[src/rtl/bp_cfg_boot_seq.sv]
// Boot sequencer for the tile config endpoint: writes freeze, cache/CCE modes and CCE
// microcode over the uncached command port, then passes the port through to the host.
module bp_cfg_boot_seq
  #(parameter int paddr_width_p     = 40
   ,parameter int cce_pc_width_p    = 8
   ,parameter int cce_instr_width_p = 64
   ,parameter int cfg_addr_width_p  = 16
   ,parameter int cfg_data_width_p  = 64
   ,parameter int dword_width_p     = 64
   ,localparam int xce_mem_msg_width_lp = dword_width_p + paddr_width_p + 7
   )
  (input  logic                            clk_i
   ,input  logic                            reset_i
   ,input  logic                            start_i
   ,input  logic [paddr_width_p-1:0]        cfg_base_addr_i
   ,input  logic [cfg_data_width_p-1:0]     icache_mode_i
   ,input  logic [cfg_data_width_p-1:0]     dcache_mode_i
   ,input  logic [cfg_data_width_p-1:0]     cce_mode_i
   ,input  logic [cce_pc_width_p:0]         ucode_len_i
   ,output logic                            rom_v_o
   ,output logic [cce_pc_width_p-1:0]       rom_addr_o
   ,input  logic [cce_instr_width_p-1:0]    rom_data_i
   ,output logic [xce_mem_msg_width_lp-1:0] cfg_cmd_o
   ,output logic                            cfg_cmd_v_o
   ,input  logic                            cfg_cmd_ready_i
   ,input  logic [xce_mem_msg_width_lp-1:0] cfg_resp_i
   ,input  logic                            cfg_resp_v_i
   ,output logic                            cfg_resp_yumi_o
   ,input  logic [xce_mem_msg_width_lp-1:0] host_cmd_i
   ,input  logic                            host_cmd_v_i
   ,output logic                            host_cmd_ready_o
   ,output logic [xce_mem_msg_width_lp-1:0] host_resp_o
   ,output logic                            host_resp_v_o
   ,input  logic                            host_resp_yumi_i
   ,output logic                            done_o
   );

   localparam logic [cfg_addr_width_p-1:0] freeze_addr_lp = cfg_addr_width_p'('h0008);
   localparam logic [cfg_addr_width_p-1:0] icache_addr_lp = cfg_addr_width_p'('h0024);
   localparam logic [cfg_addr_width_p-1:0] dcache_addr_lp = cfg_addr_width_p'('h002c);
   localparam logic [cfg_addr_width_p-1:0] cce_addr_lp    = cfg_addr_width_p'('h0034);
   localparam logic [cfg_addr_width_p-1:0] ucode_base_lp  = cfg_addr_width_p'('h8000);
   localparam logic [3:0] uc_wr_lp   = 4'b0011;
   localparam logic [2:0] size_8_lp  = 3'b011;

   typedef enum logic [2:0] {S_IDLE, S_SEND, S_WAIT, S_ROM, S_RDATA, S_DONE} state_e;
   typedef enum logic [2:0] {STEP_FREEZE, STEP_ICACHE, STEP_DCACHE, STEP_CCE,
                             STEP_UCODE, STEP_UNFREEZE} step_e;

   state_e                        state_r;
   step_e                         step_r;
   logic [cce_pc_width_p:0]       pc_r;
   logic [cce_pc_width_p:0]       len_r;
   logic [cce_instr_width_p-1:0]  data_r;
   logic [cfg_data_width_p-1:0]   icache_mode_r;
   logic [cfg_data_width_p-1:0]   dcache_mode_r;
   logic [cfg_data_width_p-1:0]   cce_mode_r;
   logic                          done_r;

   logic [cce_pc_width_p:0]       pc_inc;
   logic [cfg_addr_width_p-1:0]   cfg_addr;
   logic [dword_width_p-1:0]      blk_data;
   logic [xce_mem_msg_width_lp-1:0] boot_cmd;

   assign pc_inc = pc_r + (cce_pc_width_p+1)'(1);
   assign done_o = done_r;

   always_ff @(posedge clk_i or posedge reset_i) begin
      if (reset_i) begin
         state_r       <= S_IDLE;
         step_r        <= STEP_FREEZE;
         pc_r          <= '0;
         len_r         <= '0;
         data_r        <= '0;
         icache_mode_r <= '0;
         dcache_mode_r <= '0;
         cce_mode_r    <= '0;
         done_r        <= 1'b0;
      end else begin
         case (state_r)
            S_IDLE: if (start_i) begin
               icache_mode_r <= icache_mode_i;
               dcache_mode_r <= dcache_mode_i;
               cce_mode_r    <= cce_mode_i;
               len_r         <= ucode_len_i;
               pc_r          <= '0;
               step_r        <= STEP_FREEZE;
               state_r       <= S_SEND;
            end
            S_SEND: if (cfg_cmd_ready_i) state_r <= S_WAIT;
            S_WAIT: if (cfg_resp_v_i) begin
               case (step_r)
                  STEP_FREEZE: begin step_r <= STEP_ICACHE; state_r <= S_SEND; end
                  STEP_ICACHE: begin step_r <= STEP_DCACHE; state_r <= S_SEND; end
                  STEP_DCACHE: begin step_r <= STEP_CCE;    state_r <= S_SEND; end
                  STEP_CCE: begin
                     if (len_r != '0) begin
                        step_r  <= STEP_UCODE;
                        state_r <= S_ROM;
                     end else begin
                        step_r  <= STEP_UNFREEZE;
                        state_r <= S_SEND;
                     end
                  end
                  STEP_UCODE: begin
                     pc_r <= pc_inc;
                     if (pc_inc == len_r) begin
                        step_r  <= STEP_UNFREEZE;
                        state_r <= S_SEND;
                     end else begin
                        state_r <= S_ROM;
                     end
                  end
                  default: begin
                     state_r <= S_DONE;
                     done_r  <= 1'b1;
                  end
               endcase
            end
            S_ROM:   state_r <= S_RDATA;
            S_RDATA: begin
               data_r  <= rom_data_i;
               state_r <= S_SEND;
            end
            default: state_r <= S_DONE;
         endcase
      end
   end

   // Command fields come only from registers, so they hold steady while SEND waits for ready.
   always_comb begin
      cfg_addr = freeze_addr_lp;
      blk_data = '0;
      case (step_r)
         STEP_FREEZE: blk_data[0] = 1'b1;
         STEP_ICACHE: begin
            cfg_addr = icache_addr_lp;
            blk_data[cfg_data_width_p-1:0] = icache_mode_r;
         end
         STEP_DCACHE: begin
            cfg_addr = dcache_addr_lp;
            blk_data[cfg_data_width_p-1:0] = dcache_mode_r;
         end
         STEP_CCE: begin
            cfg_addr = cce_addr_lp;
            blk_data[cfg_data_width_p-1:0] = cce_mode_r;
         end
         STEP_UCODE: begin
            cfg_addr = ucode_base_lp + cfg_addr_width_p'(pc_r);
            blk_data[cce_instr_width_p-1:0] = data_r;
         end
         default: ;
      endcase
   end

   assign boot_cmd = {blk_data, cfg_base_addr_i | paddr_width_p'(cfg_addr), size_8_lp, uc_wr_lp};

   always_comb begin
      cfg_cmd_o        = '0;
      cfg_cmd_v_o      = 1'b0;
      cfg_resp_yumi_o  = 1'b0;
      host_cmd_ready_o = 1'b0;
      host_resp_o      = '0;
      host_resp_v_o    = 1'b0;
      rom_v_o          = 1'b0;
      rom_addr_o       = pc_r[cce_pc_width_p-1:0];
      case (state_r)
         S_SEND: begin
            cfg_cmd_o   = boot_cmd;
            cfg_cmd_v_o = 1'b1;
         end
         S_WAIT: cfg_resp_yumi_o = cfg_resp_v_i;
         S_ROM:  rom_v_o = 1'b1;
         S_DONE: begin
            cfg_cmd_o        = host_cmd_i;
            cfg_cmd_v_o      = host_cmd_v_i;
            host_cmd_ready_o = cfg_cmd_ready_i;
            host_resp_o      = cfg_resp_i;
            host_resp_v_o    = cfg_resp_v_i;
            cfg_resp_yumi_o  = host_resp_yumi_i;
         end
         default: ;
      endcase
   end

endmodule

[config.mk]
export PLATFORM = sky130hd
export DESIGN_NAME = bp_cfg_boot_seq
export DESIGN_NICKNAME = d
export VERILOG_FILES = /design/src/rtl/bp_cfg_boot_seq.sv
export SDC_FILE = /design/constraint.sdc
export NUM_CORES = 1
export LEC_CHECK = 0
export BUFFER_PORTS_ARGS = -buffer_cell sky130_fd_sc_hd__buf_2
export CORE_AREA = 2 2 297 299
export CTS_BUF_LIST = sky130_fd_sc_hd__clkbuf_4
export CTS_CLUSTER_SIZE = 12
export DETAILED_ROUTE_END_ITERATION = 16
export DIE_AREA = 0 0 299 301
export GPL_TIMING_DRIVEN = 0
export PLACE_DENSITY = 0.37
export SLEW_MARGIN = 20
export SYNTH_ARGS = -nofsm -noshare
export SYNTH_HDL_FRONTEND = slang
export SYNTH_SLANG_ARGS = --single-unit
[constraint.sdc]
create_clock -name clk_i -period 9 [get_ports clk_i]
set_clock_uncertainty 0.15 [all_clocks]
set_input_delay 0.45 -clock clk_i [delete_from_list [all_inputs] [get_ports clk_i]]
set_output_delay 0.45 -clock clk_i [all_outputs]
set_load 0.05 [all_outputs]
==> impl_metrics.json <==
{
  "drc": 0,
  "layoutNonFillerInstCount": 4080,
  "routed_wl_um": 110000,
  "io_buffers": 768,
  "cts_resized": 0,
  "clk_path_buf_depth": 3,
  "gr-total-overflow": 0,
  "clk_pin_slew_ns": 0.06,
  "synth_area_um2": 15100,
  "sw_frac_of_total_pct": 31.8,
  "period_share_pct": 49.1,
  "dp.cells": 3646,
  "fin_area_um2": 24400,
  "crit_path_max_fanout": 10,
  "first_pass_iters": 5,
  "drive_gt1_share_pct": 36.8,
  "drtIter0Drc": 1186,
  "via_per_inst": 4.38,
  "die_width_um": 299,
  "status": "complete, no violations",
  "required_ns": 8.40,
  "io_pins": 770,
  "fin_tns_setup_ns": 0,
  "syn-num-nets": 2254,
  "grt_pass1_wl_um": 147000,
  "ir_drop_mv": 0.0631,
  "maxSlewHeadroom_pct": 22.5,
  "endpoint_kind": "output pin",
  "grt_antenna_before_repair": 34,
  "fill_cells": 9596,
  "cts_tree": "built",
  "initial_core_util_pct": 17.5,
  "post-route-min-period_ns": 4.42,
  "min_path_type": "input pin to flip-flop",
  "multi_input_area_um2": 7290,
  "ys_ff_latch": 281,
  "synthCells": 1719,
  "p_sw_mw": 1.06,
  "async_flop_share_pct": 100,
  "synth_seq_area_share_pct": 46.5,
  "placementRows": 108,
  "slowest_delay_ns": 0.81,
  "worst_slack_ns": 4.58,
  "worstPathCellList": "buf_4 > nand2b_1 > buf_2 > nor2_2 > clkbuf_1 > a22o_1 > buf_2",
  "p_int_mw": 2.27,
  "synth_flop_cell": "dfrtp_1",
  "grt_pass1_vias": 18600,
  "crit_arrival_ns": 3.82,
  "tightestPinTransition_ns": 1.16,
  "dp_hpwl_um": 86200,
  "ant_nets": 0,
  "drv_cap": 0,
  "placed_area_um2": 20500,
  "clock_power_share_pct": 39.9,
  "whs_ns": 0.177,
  "synth_area_leader_cell": "dfrtp_1",
  "die_h_um": 301,
  "ff_latch_area_um2": 7030,
  "die-area_um2": 90000,
  "rsz0062_at_grt": "no",
  "final_max_slew_viol_count": 0,
  "grt_max_degree": 95,
  "p_per_area_nw_per_um2": 137,
  "cts.root.buffer_cell": "clkbuf_4",
  "synthTopCellsByArea": "dfrtp_1 46%, nand2_1 15%, mux2i_1 6.2%",
  "crit_top_cell": "buf_2",
  "power.share.sequential_pct": 40.2,
  "synth_edf_count": 0,
  "cp_slowest_cell": "nor2_2",
  "clk_latency_ns": 0.83,
  "hold_viol_final": 0,
  "wl_per_cell_um": 26.9,
  "htreeDepth": 3,
  "place.gp.congestion": 0.972,
  "vias": 17900,
  "nNetsFinal": 3384,
  "track_usage_pct": 23.4,
  "p_comb_share_pct": 19.9,
  "fin_total_pwr_mw": 3.34,
  "area_growth_pct": 61.1,
  "ys_types": 55,
  "finalSetupViolations": 0,
  "p_leak_nw": 12.7,
  "yosysMostFrequentCell": "nand2_1",
  "setup.worst_path.class": "flip-flop to output pin",
  "postLayoutCoreUtil_pct": 28.2,
  "pre_cts_slack_ns": 5.41,
  "ys_warn_count": 0,
  "avgSynthCellArea_um2": 8.80,
  "synth_common_cells": "621 x nand2_1, 281 x dfrtp_1, 120 x and3_1",
  "cts_buffers": 85,
  "clkSinkCount": 281,
  "max_freq_mhz": 226,
  "core_um2": 86500,
  "synth_top_area_share_pct": 46.5,
  "crit_path_start_kind": "flip-flop"
}
-- logic make-up after synthesis --
family / Yosys count / share of synthesized area, %
fa+ha+maj: 1 / 0.0827
compound gates: 272 / 12.9
xor+xnor: 10 / 0.579
simple gates: 833 / 23.6
buf+inv: 163 / 5.31
flops: 281 / 46.5
mux: 159 / 11.1
-- placed cells by master, fill, tap and decap left out, drive strengths merged, types with 2 or more instances in the layout --
cell type,synthesis,layout
a221oi,2,2
nor2,55,55
nand3,10,10
diode,0,19
nor4b,2,2
clkbuf,68,191
bufinv,0,3
a31oi,2,2
nand2,621,621
a21oi,23,23
nor4,2,2
o21a,5,5
xnor2,6,6
mux2i,94,94
and3,121,121
o22ai,63,63
nor3b,3,3
clkinv,0,15
buf,89,861
o21ai,30,30
o31ai,5,5
nor3,7,7
xor2,4,4
dlygate4sd3,0,271
a22oi,63,63
a211oi,3,3
a22o,65,65
mux2,65,65
nand4,3,3
nor2b,5,5
dfrtp,281,281
inv,6,9
-- metal layers --
metal,GRT usage [%],vias up,routed length [µm]
met4,6.32,20,2750
li1,-,8226,-
met2,44.5,735,58400
met3,5.32,128,6990
met1,26.1,8754,41500
met5,0,-,135
-- worst max-delay path, delay by kind of cell, from the launching register on --
family                 cells  cell delay [ns]
AOI/OAI and AO/OA          1             0.25
DFF                        1             0.36
and+or+nand+nor            2             0.95
buffers and inverters      4             1.43
-- layout make-up --
type	count	area share, %
multi-input combinational	1275	29.9
timing repair buffer	1043	27.3
buffer	157	3.22
clock buffer	123	3.79
antenna	19	0.195
sequential	281	28.9
clock inverter	21	0.678
inverter	6	0.123
tap	1155	5.93
-- power by group through the flow --
stage	Combinational, mW	Sequential [mW]	Clock (mW)
floorplan	0.313	1.35	0
global placement	0.567	1.36	0
detailed placement	0.572	1.36	0
CTS	0.673	1.34	1.37
global route	0.703	1.34	1.44
finish	0.664	1.34	1.33
-- registers in the layout, summed over array words and instances (netlist names) --
signal	flops
data_r	64
state_r	3
cce_mode_r	64
done_o	1
step_r	3
len_r	9
dcache_mode_r	64
icache_mode_r	64
pc_r	9
-- final timing paths --
check / from / endpoint / slack, ns / cells past startpoint
max: state_r[1]$_DFFE_PP0P_ / cfg_cmd_o[109] / 4.58 / 7
min reg2reg: dcache_mode_r[22]$_DFFE_PP0P_ / dcache_mode_r[22]$_DFFE_PP0P_ / 0.32 / 2
max reg2reg: state_r[0]$_DFFE_PP0P_ / icache_mode_r[26]$_DFFE_PP0P_ / 6.17 / 6
min in group asynchronous: reset_i / data_r[11]$_DFFE_PP0N_ / 0.62 / 4
max in group asynchronous: reset_i / data_r[39]$_DFFE_PP0N_ / 6.87 / 6
min: icache_mode_i[33] / icache_mode_r[33]$_DFFE_PP0P_ / 0.18 / 4
-- what timing repair did --
action,in CTS,in global routing
hold buffers,271,0
hold endpoints to repair,462,0
setup buffers,0,0
Power figures use the tool's default switching activity.
